### src/rtl/wb_pkg.sv
// Shared Wibone bus defaults, arbiter state encoding and UART register map.
package wb_pkg;

    localparam int unsigned WB_ADDR_W = 32;
    localparam int unsigned WB_DATA_W = 32;

    typedef enum logic [1:0] {
        ST_IDLE = 2'd0,
        ST_GNT0 = 2'd1,
        ST_GNT1 = 2'd2
    } arb_state_t;

    localparam logic [7:0] UART_CTRL  = 8'd3;
    localparam logic [7:0] UART_BAUD  = 8'd4;
    localparam logic [7:0] UART_STAT  = 8'd5;
    localparam logic [7:0] UART_TXBUF = 8'd7;

endpackage

### src/rtl/wb_rr_pick.sv
// Combinational two-requester round-robin picker; on a tie the requester
// that is not last_i wins.
module wb_rr_pick (
    input  logic [1:0] req_i,
    input  logic       last_i,
    output logic [1:0] pick_o
);

    always_comb begin
        pick_o = '0;
        case (req_i)
            2'b01:   pick_o = 2'b01;
            2'b10:   pick_o = 2'b10;
            2'b11:   pick_o = last_i ? 2'b01 : 2'b10;
            default: pick_o = '0;
        endcase
    end

endmodule

### src/rtl/wb_uart_arbiter.sv
// Two-master round-robin Wishbone classic arbiter in front of the UART slave.
// Optional bus watchdog enabled by defining WB_ARB_TIMEOUT_EN.
module wb_uart_arbiter
    import wb_pkg::*;
#(
    parameter int unsigned ADDR_W         = WB_ADDR_W,
    parameter int unsigned DATA_W         = WB_DATA_W,
    parameter int unsigned TIMEOUT_CYCLES = 255
) (
    input  logic                clk_i,
    input  logic                ext_rst_i,
    input  logic [ADDR_W-1:0]   m0_addr_i,
    input  logic [DATA_W-1:0]   m0_dat_i,
    output logic [DATA_W-1:0]   m0_dat_o,
    input  logic                m0_we_i,
    input  logic [DATA_W/8-1:0] m0_sel_i,
    input  logic                m0_cyc_i,
    input  logic                m0_stb_i,
    input  logic                m0_lock_i,
    output logic                m0_ack_o,
    output logic                m0_err_o,
    output logic                m0_rty_o,
    input  logic [ADDR_W-1:0]   m1_addr_i,
    input  logic [DATA_W-1:0]   m1_dat_i,
    output logic [DATA_W-1:0]   m1_dat_o,
    input  logic                m1_we_i,
    input  logic [DATA_W/8-1:0] m1_sel_i,
    input  logic                m1_cyc_i,
    input  logic                m1_stb_i,
    input  logic                m1_lock_i,
    output logic                m1_ack_o,
    output logic                m1_err_o,
    output logic                m1_rty_o,
    output logic [ADDR_W-1:0]   s_addr_o,
    output logic [DATA_W-1:0]   s_dat_o,
    input  logic [DATA_W-1:0]   s_dat_i,
    output logic                s_we_o,
    output logic [DATA_W/8-1:0] s_sel_o,
    output logic                s_cyc_o,
    output logic                s_stb_o,
    output logic                s_lock_o,
    input  logic                s_ack_i,
    input  logic                s_err_i,
    input  logic                s_rty_i,
    output logic [1:0]          gnt_o
);

    localparam int unsigned SEL_W = DATA_W / 8;

    arb_state_t state_q, state_d;
    logic       last_q, last_d;
    logic [1:0] pick;
    logic       timeout;

    wb_rr_pick u_pick (
        .req_i  ({m1_cyc_i, m0_cyc_i}),
        .last_i (last_q),
        .pick_o (pick)
    );

    always_ff @(posedge clk_i or negedge ext_rst_i) begin
        if (!ext_rst_i) begin
            state_q <= ST_IDLE;
            last_q  <= 1'b1;
        end else begin
            state_q <= state_d;
            last_q  <= last_d;
        end
    end

`ifdef WB_ARB_TIMEOUT_EN
    localparam int unsigned CNT_W = ($clog2(TIMEOUT_CYCLES + 1) > 8) ?
                                    $clog2(TIMEOUT_CYCLES + 1) : 8;
    logic [CNT_W-1:0] cnt_q, cnt_d;

    assign timeout = (state_q != ST_IDLE) && (cnt_q == CNT_W'(TIMEOUT_CYCLES));

    // Counts only stalled strobes; any termination or tenure change restarts it.
    always_comb begin
        cnt_d = cnt_q;
        if ((state_d != state_q) || s_ack_i || s_err_i || s_rty_i)
            cnt_d = '0;
        else if ((state_q != ST_IDLE) && s_stb_o)
            cnt_d = cnt_q + 1'b1;
    end

    always_ff @(posedge clk_i or negedge ext_rst_i) begin
        if (!ext_rst_i) cnt_q <= '0;
        else            cnt_q <= cnt_d;
    end
`else
    assign timeout = 1'b0;
`endif

    always_comb begin
        state_d = state_q;
        last_d  = last_q;
        case (state_q)
            ST_IDLE: begin
                if (pick[0])      state_d = ST_GNT0;
                else if (pick[1]) state_d = ST_GNT1;
            end
            ST_GNT0: begin
                if (timeout || (!m0_cyc_i && !m0_lock_i)) begin
                    state_d = ST_IDLE;
                    last_d  = 1'b0;
                end
            end
            ST_GNT1: begin
                if (timeout || (!m1_cyc_i && !m1_lock_i)) begin
                    state_d = ST_IDLE;
                    last_d  = 1'b1;
                end
            end
            default: state_d = ST_IDLE;
        endcase
    end

    always_comb begin
        s_addr_o = '0;
        s_dat_o  = '0;
        s_we_o   = 1'b0;
        s_sel_o  = {SEL_W{1'b0}};
        s_cyc_o  = 1'b0;
        s_stb_o  = 1'b0;
        s_lock_o = 1'b0;
        m0_dat_o = '0;
        m0_ack_o = 1'b0;
        m0_err_o = 1'b0;
        m0_rty_o = 1'b0;
        m1_dat_o = '0;
        m1_ack_o = 1'b0;
        m1_err_o = 1'b0;
        m1_rty_o = 1'b0;
        gnt_o    = 2'b00;
        case (state_q)
            ST_GNT0: begin
                s_addr_o = m0_addr_i;
                s_dat_o  = m0_dat_i;
                s_we_o   = m0_we_i;
                s_sel_o  = m0_sel_i;
                s_cyc_o  = m0_cyc_i & ~timeout;
                s_stb_o  = m0_stb_i & ~timeout;
                s_lock_o = m0_lock_i;
                m0_dat_o = s_dat_i;
                m0_ack_o = s_ack_i;
                m0_err_o = s_err_i | timeout;
                m0_rty_o = s_rty_i;
                gnt_o    = 2'b01;
            end
            ST_GNT1: begin
                s_addr_o = m1_addr_i;
                s_dat_o  = m1_dat_i;
                s_we_o   = m1_we_i;
                s_sel_o  = m1_sel_i;
                s_cyc_o  = m1_cyc_i & ~timeout;
                s_stb_o  = m1_stb_i & ~timeout;
                s_lock_o = m1_lock_i;
                m1_dat_o = s_dat_i;
                m1_ack_o = s_ack_i;
                m1_err_o = s_err_i | timeout;
                m1_rty_o = s_rty_i;
                gnt_o    = 2'b10;
            end
            default: ;
        endcase
    end

endmodule

### config.mk
export PLATFORM = sky130hd
export DESIGN_NAME = wb_uart_arbiter
export DESIGN_NICKNAME = d
export VERILOG_FILES = /design/src/rtl/wb_pkg.sv /design/src/rtl/wb_rr_pick.sv /design/src/rtl/wb_uart_arbiter.sv
export SDC_FILE = /design/constraint.sdc
export NUM_CORES = 1
export LEC_CHECK = 0
export CAP_MARGIN = 20
export CORE_AREA = 2 2 127 129
export DETAILED_ROUTE_END_ITERATION = 6
export DIE_AREA = 0 0 129 131
export DONT_BUFFER_PORTS = 1
export PLACE_DENSITY = 0.32
export SLEW_MARGIN = 10
export SYNTH_ARGS = -nofsm -noshare
export SYNTH_HDL_FRONTEND = slang
export SYNTH_SLANG_ARGS = --single-unit
### constraint.sdc
create_clock -name clk_i -period 2.2 [get_ports clk_i]
set_input_delay 0.11 -clock clk_i [delete_from_list [all_inputs] [get_ports clk_i]]
set_output_delay 0.11 -clock clk_i [all_outputs]
set_load 0.01 [all_outputs]
==> metrics.csv, run 1 <==
stage,metric,value,unit
floorplan,Ports,325,
sta,Final Hold Fails,0,
synthesis,top cell type's share of synthesized area,0.290,
clock_tree,Post-CTS Repair Setup Buffers,0,
sta,Final setup viols,0,
setup_path,FF-to-FF End,last_q,
clock_tree,post_cts resized,0,
cells_and_area,nets,441,
clock_tree,total CTS buffers,3,
sta,hold_ws,0.0508,ns
setup_path,reg2reg path depth,5,
floorplan,# rows,46,
min_path,worst hold start,m1_cyc_i,
setup_path,crit path DAT,1.93,ns
synthesis,area of the mapped netlist,1860,um^2
clock_tree,CTS tree,yes,
sta,clk_skew,0.000530,ns
cells_and_area,Layout Cells excl Fill,470,
route,"antenna viol nets, final",0,
synthesis,largest cells by area after synthesis,"a22oi_1 29%, nor2b_1 24%, and2_1 24%, buf_2 4.3%, ha_1 3.4%",
power_and_ir_drop,Worst VDD drop,0.545,mV
synthesis,Syn Area/Cell,6.87,um^2
floorplan,Initial Utilization,0.119,
min_path,Worst Hold Path EP,state_q[1],
synthesis,top post-synthesis cells by count,"72 x a22oi_1, 72 x nor2b_1, 70 x and2_1, 16 x buf_2",
setup_path,r2r startpoint,state_q[0],
sta,final worst-path setup slack,0.161,ns
route,first-pass detailed-route iteration total,4,
clock_tree,Clock transition at path regs,0.03,ns
power_and_ir_drop,Pwr per Cell Area,1330,nW/um^2
setup_path,Worst Path Max Fanout,40,
clock_tree,CTS sink count,3,
grt,global-route wire length before repair,10.6,mm
route,drt drc,0,
grt,initial antenna violation count,0,
synthesis,Syn Nets,457,
floorplan,area of the die,16900,um^2
floorplan,chip width,129,um
route,via count,2066,
place,buffers added on ports,0,
clock_tree,clk_lat worst skew,0.22,ns
setup_path,required time of the critical path,2.09,ns
place,Placer Congestion,0.690,
floorplan,die outline height,131,um
sta,final setup TNS,0,ns
cells_and_area,area growth from synthesis to layout,18.5,%
grt,vias in the first global route,1722,
synthesis,fraction of registers with async set or reset after synthesis,1.00,
min_path,hold path cells,2,
setup_path,Reg2Reg Setup Slack,0.53,ns
route,final wirelength,8.98,mm
place,hpwl dp,7.69,mm
sta,fmax,490,MHz
clock_tree,Max clock buf depth,2,
synthesis,largest area contributor in the netlist,a22oi_1,
setup_path,Critical Path End Type,output pin,
floorplan,Core Footprint,15600,um^2
cells_and_area,Fillers,1788,
route,Initial DRC Count,65,
grt,GRT Residual Overflow,0,
place,minimum setup slack after placement,0.362,ns
cells_and_area,# diodes,0,
status,run status,"complete, no violations",
grt,Total GRT Usage,0.0854,
synthesis,Post-synth EDFFs,0,
synthesis,register area share after synthesis,0.0410,
sta,worst slew pin tran,0.434,ns
setup_path,CP Class,flop to output pin,
cells_and_area,share of layout cells above drive strength 1,0.0866,
clock_tree,H-tree levels,1,
sta,fin crit period,2.04,ns
synthesis,Synth warnings,0,
route,drt wl/cell,19.1,um
grt,pin count of the biggest net entering global routing,52,
sta,max-slew violation count,0,
power_and_ir_drop,overall power,2930,uW
synthesis,"FF+latch count, synth",3,
synthesis,Main synth FF type,dfrtp_1,
sta,Slew HR,0.710,
route,vias per cell,4.40,
min_path,Worst Hold Class,input port to flop,
sta,crit share post-route,0.927,
synthesis,post-synth cell types,22,
sta,RSZ-0062 raised after global routing,false,
power_and_ir_drop,Pleak,0.000656,uW
clock_tree,Root Buffer,clkbuf_16,
synthesis,Mapped Cells,271,
job,max cap viols,0,
setup_path,critical path startpoint category,flop,
place,placed cells,465,
[power by group]
part / leakage (uW) / switching, uW / internal [uW]
Combinational: 0.000582 / 1520 / 1010
Clock: 0.0000382 / 48.5 / 239
Sequential: 0.0000361 / 27.2 / 82.7
[kinds of logic after synthesis]
group                    count (synthesis)  synth area share
multiplexers                             1           0.00806
flip-flops                               3            0.0410
AND/OR/NAND/NOR                        148             0.492
AO/OA/AOI/OAI                           79             0.333
adder cells (fa/ha/maj)                  5            0.0336
buffers and inverters                   35            0.0921
[routing by layer]
layer,GRT usage,part of all wire,vias up
met5,0,0,-
met4,0.0153,0.0038,0
met3,0.0102,0.069,2
met2,0.172,0.54,181
met1,0.0963,0.39,977
li1,-,-,906
[worst max-delay path by stage]
| stage | start | to | slack [ns] |
|---|---|---|---|
| 2_1_floorplan | state_q[0] | s_addr_o[0] | 0.77 |
| 3_3_place_gp | state_q[1] | s_dat_o[26] | 0.37 |
| 3_5_place_dp | state_q[1] | s_dat_o[26] | 0.36 |
| 4_1_cts | state_q[1] | s_dat_o[26] | 0.10 |
| 5_1_grt | state_q[1] | s_dat_o[27] | 0.01 |
| 6_report | state_q[1] | s_dat_o[26] | 0.16 |
[stage by stage]
step,area [um^2],utilization
floorplan,1860,-
global placement,2120,0.136
detailed placement,2120,0.136
CTS,2210,0.142
global route,2210,0.142
finish,2210,0.142
[area by class of cell]
cell class | instances | area [um^2] | area share
inverters | 2 | 7.51 | 0.00340
multi-input cells | 233 | 1630 | 0.739
well taps | 216 | 270 | 0.122
flip-flops and latches | 3 | 76.3 | 0.0346
clock buffers | 4 | 78.8 | 0.0357
repair buffers | 12 | 143 | 0.0646
[flip-flops by register name, indices dropped and copies added (netlist names)]
name     count
last_q       1
state_q      2
[cell usage in the layout (no fill, tap or decap), drive strengths merged]
cell,synthesis,routed
buf,19,11
nor2,1,1
nand2b,1,1
o211a,1,1
and2,70,70
a21o,1,1
clkbuf,14,4
inv,2,2
o211ai,1,1
o21ai,2,2
dlygate4sd3,0,1
ha,5,5
a22oi,72,72
nand2,2,2
nor2b,72,72
nand3,2,2
mux2,1,1
dfstp,1,1
o2bb2ai,1,1
a41oi,1,1
dfrtp,2,2
[critical path: stages, from the launching register on]
cell and delay (ns):
dfrtp_1 0.41, inv_1 0.15, ha_4 0.43, buf_12 0.25
a22oi_1 0.16, nor2b_1 0.16, buf_4 0.14
[what timing repair did]
item / in CTS / in global routing
hold buffers: 1 / 0
endpoints found under the setup margin: 0 / 0
endpoints found under the hold margin: 3 / 0
(Power assumes the default switching activity.)
==> run 2: changes to the inputs <==
--- a/config.mk
+++ b/config.mk
@@ -10,7 +10,7 @@
 export DETAILED_ROUTE_END_ITERATION = 6
 export DIE_AREA = 0 0 129 131
 export DONT_BUFFER_PORTS = 1
-export PLACE_DENSITY = 0.32
+export PLACE_DENSITY = 0.3
 export SLEW_MARGIN = 10
 export SYNTH_ARGS = -nofsm -noshare
 export SYNTH_HDL_FRONTEND = slang
==> constraint.sdc (replaced) <==
create_clock -name clk_i -period 2.2 [get_ports clk_i]
set_input_delay 0.33 -clock clk_i [delete_from_list [all_inputs] [get_ports clk_i]]
set_output_delay 0.33 -clock clk_i [all_outputs]
set_load 0.01 [all_outputs]
==> run 2 against run 1 <==
Net effect:
- combinational power is 2% higher
- utilization grew 0.26 points
- largest power group unchanged
- sequential share of layout area decreased by 0.062 points
- cell count rose by 0.85%
- maximum frequency decreased by 1.6%
- via count up 0.39%
- count of clock-buffer cells in the layout did not move
- global-route usage about the same
- highest routed layer unchanged
- first-iteration DRC count grew 20%
- routed wire length down 1.2%
==> metrics.csv, run 2 (synthesized netlist as in run 1, its figures left out) <==
stage,metric,value,unit,change
grt,Total GRT Usage,0.0857,,+0.000350
clock_tree,Clock transition at path regs,0.03,ns,about the same
sta,crit share post-route,0.942,,+0.0146
sta,Final setup viols,0,,unchanged
clock_tree,Max clock buf depth,2,,unchanged
place,Placer Congestion,0.731,,+6.0%
floorplan,chip width,129,um,unchanged
sta,fin crit period,2.07,ns,+0.0322 ns
grt,pin count of the biggest net entering global routing,52,,unchanged
cells_and_area,most frequent cells in the layout,"72 x a22oi_1, 72 x nor2b_1, 70 x and2_1, 9 x buf_4, 4 x buf_12",,
route,final wirelength,8.88,mm,-1.2%
cells_and_area,post-route design area,2250,um^2,+1.8%
clock_tree,CTS tree,yes,,
route,first-pass detailed-route iteration total,4,,unchanged
sta,Final Hold Fails,0,,unchanged
power_and_ir_drop,Pleak,0.000677,uW,+3.2%
power_and_ir_drop,Worst VDD drop,0.326,mV,-40%
sta,final setup TNS,0,ns,unchanged
floorplan,# rows,46,,unchanged
sta,worst slew pin tran,0.328,ns,-0.106 ns
cells_and_area,share of layout cells above drive strength 1,0.105,,+0.0180
route,vias per cell,4.38,,-0.46%
cells_and_area,area growth from synthesis to layout,20.7,%,
place,placed cells,469,,+0.86%
cells_and_area,# diodes,0,,unchanged
route,via count,2074,,+0.39%
cells_and_area,"Core Util, Final",0.144,,+0.00257
clock_tree,Post-CTS Repair Setup Buffers,0,,unchanged
cells_and_area,Biggest register,state_q,,
cells_and_area,area of the multi-input gates,1630,um^2,+0.15%
clock_tree,Root Buffer,clkbuf_16,,
sta,fmax,483,MHz,-1.6%
grt,global-route wire length before repair,10.7,mm,+1.5%
clock_tree,H-tree levels,1,,unchanged
floorplan,Ports,325,,unchanged
setup_path,required time of the critical path,1.87,ns,-0.22 ns
status,run status,"complete, no violations",,
cells_and_area,Fillers,1754,,-1.9%
clock_tree,CTS sink count,3,,unchanged
setup_path,critical path startpoint category,flop,,
setup_path,crit path DAT,1.74,ns,-0.19 ns
cells_and_area,Largest register FFs,2,,unchanged
cells_and_area,Layout Cells excl Fill,474,,+0.85%
place,area post-placement,2150,um^2,+1.4%
floorplan,Core Footprint,15600,um^2,unchanged
grt,initial antenna violation count,0,,unchanged
job,max cap viols,0,,unchanged
sta,RSZ-0062 raised after global routing,false,,
floorplan,Initial Utilization,0.119,,unchanged
sta,max-slew violation count,0,,unchanged
sta,clk_skew,0.00247,ns,+0.00194 ns
floorplan,area of the die,16900,um^2,unchanged
clock_tree,total CTS buffers,3,,unchanged
setup_path,CP Class,flop to output pin,,
cells_and_area,register area,76.3,um^2,unchanged
sta,Slew HR,0.781,,+0.0704
place,buffers added on ports,0,,unchanged
route,"antenna viol nets, final",0,,unchanged
grt,vias in the first global route,1775,,+3.1%
sta,hold_ws,0.273,ns,+0.222 ns
clock_tree,clk_lat worst skew,0.23,ns,about the same
route,drt wl/cell,18.7,um,-2.0%
cells_and_area,biggest regs,"state_q (2), last_q (1)",,
route,Initial DRC Count,78,,+20%
place,hpwl dp,7.44,mm,-3.2%
setup_path,reg2reg path depth,5,,unchanged
setup_path,Critical Path End Type,output pin,,
setup_path,Worst Path Max Fanout,25,,-38%
cells_and_area,nets,445,,+0.91%
min_path,hold path cells,2,,unchanged
floorplan,die outline height,131,um,unchanged
power_and_ir_drop,Pwr per Cell Area,1330,nW/um^2,+0.40%
grt,GRT Residual Overflow,0,,unchanged
route,drt drc,0,,unchanged
min_path,Worst Hold Class,input port to flop,,
run 2: cell types whose count changed in the layout (fill, tap and decap cells not counted):
cell,previous run,this run
buf_4,7,9
buf_6,0,2
ha_1,2,1
ha_2,2,3
run 2: worst paths after layout:
kind                       startpoint           to  slack, ns
hold / removal               m1_cyc_i   state_q[1]       0.27
max in group asynchronous   ext_rst_i       last_q       1.61
min in group asynchronous   ext_rst_i   state_q[0]       0.36
hold reg to reg            state_q[1]   state_q[1]       0.56
setup reg to reg           state_q[1]       last_q       0.53
setup / recovery           state_q[1]  s_dat_o[18]       0.13
run 2: cell type report:
type | instances | share of cell area
multi-input cells | 233 | 0.727
well taps | 216 | 0.120
repair buffers | 16 | 0.0802
clock buffers | 4 | 0.0351
flip-flops and latches | 3 | 0.0340
inverters | 2 | 0.00334
run 2: worst max-delay path, cell delays in order (launching register included):
cell,delay (ns)
dfrtp_1,0.40
inv_1,0.15
ha_4,0.33
buf_6,0.26
a22oi_1,0.09
nor2b_1,0.26
run 2: what timing repair did:
action	4_1_cts	5_1_grt
setup endpoints to repair	0	70
gates resized for setup	0	3
hold buffers	1	0
endpoints found under the hold margin	3	0
run 2: report_power, final:
group | total [uW] | internal (uW) | switching [uW]
Sequential | 110 | 82.8 | 27.6
Clock | 295 | 240 | 55.0
Combinational | 2590 | 1060 | 1530
run 2: through the flow:
step           setup WS (ns)  power [uW]
2_1_floorplan          0.546        2170
3_3_place_gp           0.302        2660
3_5_place_dp           0.252        2710
4_1_cts               0.0137        3020
5_1_grt              0.00446        3270
6_report               0.128        3000
run 2: layer usage:
layer,up-vias,global-route usage,part of all wire
met4,0,0.0192,0.0063
met5,-,0,0
met3,5,0.0342,0.12
met1,964,0.0833,0.34
met2,192,0.170,0.54
li1,913,-,-
==> run 3: changes to the inputs <==
--- a/config.mk
+++ b/config.mk
@@ -10,7 +10,7 @@
 export DETAILED_ROUTE_END_ITERATION = 6
 export DIE_AREA = 0 0 129 131
 export DONT_BUFFER_PORTS = 1
-export PLACE_DENSITY = 0.3
+export PLACE_DENSITY_LB_ADDON = 0.12
 export SLEW_MARGIN = 10
 export SYNTH_ARGS = -nofsm -noshare
 export SYNTH_HDL_FRONTEND = slang
==> run 3 against run 2 <==
Net effect:
- first-iteration DRC count shrank 2.6%
- maximum frequency down 0.55%
- die area stayed put
- highest routed layer unchanged
- cell count stayed put
- sequential power about the same
- critical path type unchanged
- via count down 1.2%
- utilization is 0.080 points higher
- sequential share of layout area about the same
- sequential cell count unchanged
==> metrics.csv, run 3 (synthesized netlist as in run 1, its figures left out) <==
stage,metric,value,unit,change
status,run status,"complete, no violations",,
power_and_ir_drop,Psw,1600,uW,-0.75%
grt,M2 GR Usage,0.180,,+0.0103
power_and_ir_drop,clock share of power,0.095,,-0.003
min_path,hold path cells,2,,unchanged
power_and_ir_drop,Comb pwr share,0.869,,+0.004
grt,initial antenna violation count,0,,unchanged
route,first-pass detailed-route iteration total,4,,unchanged
route,drt drc,0,,unchanged
min_path,Worst Hold Path EP,state_q[1],,
power_and_ir_drop,Sw Ratio,0.534,,-0.00261
power_and_ir_drop,Pwr per Cell Area,1320,nW/um^2,-0.82%
setup_path,reg2reg path depth,6,,+1
setup_path,r2r startpoint,state_q[1],,
cells_and_area,biggest regs,"state_q (2), last_q (1)",,
power_and_ir_drop,overall power,2990,uW,-0.26%
route,drt wl/cell,18.4,um,-1.5%
sta,Slew HR,0.754,,-0.0267
floorplan,Ports,325,,unchanged
cells_and_area,# diodes,0,,unchanged
setup_path,crit path DAT,1.75,ns,about the same
sta,fin crit period,2.08,ns,+0.0114 ns
grt,pin count of the biggest net entering global routing,50,,-3.8%
clock_tree,Root Buffer,clkbuf_16,,
route,final wirelength,8.74,mm,-1.5%
sta,fmax,480,MHz,-0.55%
min_path,Worst Hold Class,input port to flop,,
place,hpwl dp,7.30,mm,-1.9%
cells_and_area,nets,445,,unchanged
route,vias per cell,4.32,,-1.2%
place,Placer Congestion,0.690,,-5.6%
cells_and_area,area growth from synthesis to layout,21.4,%,
grt,Total GRT Usage,0.0834,,-0.00231
floorplan,Core Footprint,15600,um^2,unchanged
job,max cap viols,0,,unchanged
clock_tree,Clock transition at path regs,0.03,ns,about the same
grt,GRT Residual Overflow,0,,unchanged
grt,global-route wire length before repair,10.7,mm,unchanged
clock_tree,Max clock buf depth,2,,unchanged
setup_path,required time of the critical path,1.87,ns,about the same
power_and_ir_drop,Seq pwr share,0.036,,about the same
clock_tree,CTS tree,yes,,
grt,vias in the first global route,1835,,+3.4%
cells_and_area,most frequent cells in the layout,"72 x nor2b_1, 70 x a22oi_1, 70 x and2_1, 10 x buf_4, 5 x buf_12",,
route,Initial DRC Count,76,,-2.6%
cells_and_area,"commonest non-fill, non-tap cell in the layout",nor2b_1,,
clock_tree,CTS sink count,3,,unchanged
clock_tree,Post-CTS Repair Setup Buffers,0,,unchanged
sta,crit share post-route,0.947,,+0.00517
floorplan,Initial Utilization,0.119,,unchanged
power_and_ir_drop,internal power,1390,uW,+0.30%
cells_and_area,Largest register FFs,2,,unchanged
floorplan,# rows,46,,unchanged
cells_and_area,share of layout cells above drive strength 1,0.109,,+0.00388
clock_tree,clk_lat worst skew,0.22,ns,about the same
setup_path,CP Class,flop to output pin,,
setup_path,Critical Path End Type,output pin,,
setup_path,FF-to-FF End,last_q,,
sta,Final Hold Fails,0,,unchanged
place,buffers added on ports,0,,unchanged
setup_path,Reg2Reg Setup Slack,0.51,ns,-0.02 ns
grt,Global Route met1 Usage,0.0843,,+0.000998
cells_and_area,Biggest register,state_q,,
clock_tree,H-tree levels,1,,unchanged
grt,GRT busiest layer,met2,,
power_and_ir_drop,Worst VDD drop,0.272,mV,-17%
sta,final setup TNS,0,ns,unchanged
setup_path,Worst Path Max Fanout,49,,+96%
power_and_ir_drop,Pleak,0.000681,uW,+0.54%
sta,max-slew violation count,0,,unchanged
floorplan,chip width,129,um,unchanged
clock_tree,total CTS buffers,3,,unchanged
route,"antenna viol nets, final",0,,unchanged
sta,worst slew pin tran,0.369,ns,+0.0407 ns
route,via count,2049,,-1.2%
min_path,worst hold start,m1_cyc_i,,
sta,clk_skew,0.00105,ns,-0.00142 ns
sta,Final setup viols,0,,unchanged
grt,met3 GRT Util,0.0106,,-0.0236
setup_path,critical path startpoint category,flop,,
floorplan,area of the die,16900,um^2,unchanged
floorplan,die outline height,131,um,unchanged
sta,hold_ws,0.291,ns,+0.0181 ns
sta,RSZ-0062 raised after global routing,false,,
## run 3: cell types whose count changed in the layout (fill, tap and decap cells not counted)
| cell | previous run | this run |
|---|---|---|
| a22oi_1 | 72 | 70 |
| a22oi_2 | 0 | 2 |
| buf_6 | 2 | 0 |
| buf_12 | 4 | 5 |
| buf_4 | 9 | 10 |
| ha_1 | 1 | 2 |
| ha_2 | 3 | 2 |
## run 3: repair_timing
item / in CTS / in global routing
endpoints found under the setup margin: 0 / 2
hold buffers: 1 / 0
gates resized for setup: 0 / 2
endpoints found under the hold margin: 3 / 0
## run 3: worst max-delay path: stages (launching register included)
cell     delay (ns)
dfrtp_1        0.44
inv_1          0.12
ha_2           0.23
buf_12         0.18
a22oi_1        0.30
nor2b_1        0.09
buf_4          0.15
## run 3: routing by layer
| metal | share of wire | vias up |
|---|---|---|
| li1 | - | 915 |
| met1 | 0.34 | 968 |
| met2 | 0.58 | 164 |
| met3 | 0.073 | 2 |
| met4 | 0.0039 | 0 |
| met5 | 0 | - |
## run 3: layout make-up
class,instances,area (um^2)
clock buffer,4,78.8
fill,1772,13300
inverter,2,7.51
multi-input combinational,233,1640
sequential,3,76.3
tap,216,270
timing repair buffer,16,185
## run 3: how the worst max path moves through the flow
stage                  endpoint       start  cells after the start  slack [ns]
floorplan           s_addr_o[0]  state_q[0]                      5        0.55
global placement    s_dat_o[27]  state_q[0]                      6        0.24
detailed placement  s_dat_o[27]  state_q[0]                      6        0.25
CTS                 s_dat_o[27]  state_q[0]                      6        0.01
global route        s_dat_o[28]  state_q[0]                      6       0.007
finish              s_dat_o[28]  state_q[0]                      6        0.12
## run 3: stage by stage
stage	setup slack [ns]	instances	utilization	instance area (um^2)
after detailed placement	0.247	469	0.139	2160
final	0.117	474	0.145	2260
after CTS	0.0103	474	0.144	2250
after global placement	0.236	469	0.139	2160
after floorplan	0.546	271	-	1860
after global routing	0.00717	474	0.145	2260
## run 3: power by group through the flow
stage          clock network, uW  registers (uW)  logic, uW
2_1_floorplan                  0            99.1       2070
6_report                     284             107       2600
3_5_place_dp                   0             109       2650
4_1_cts                      290             109       2660
5_1_grt                      296             112       2870
3_3_place_gp                   0             109       2650
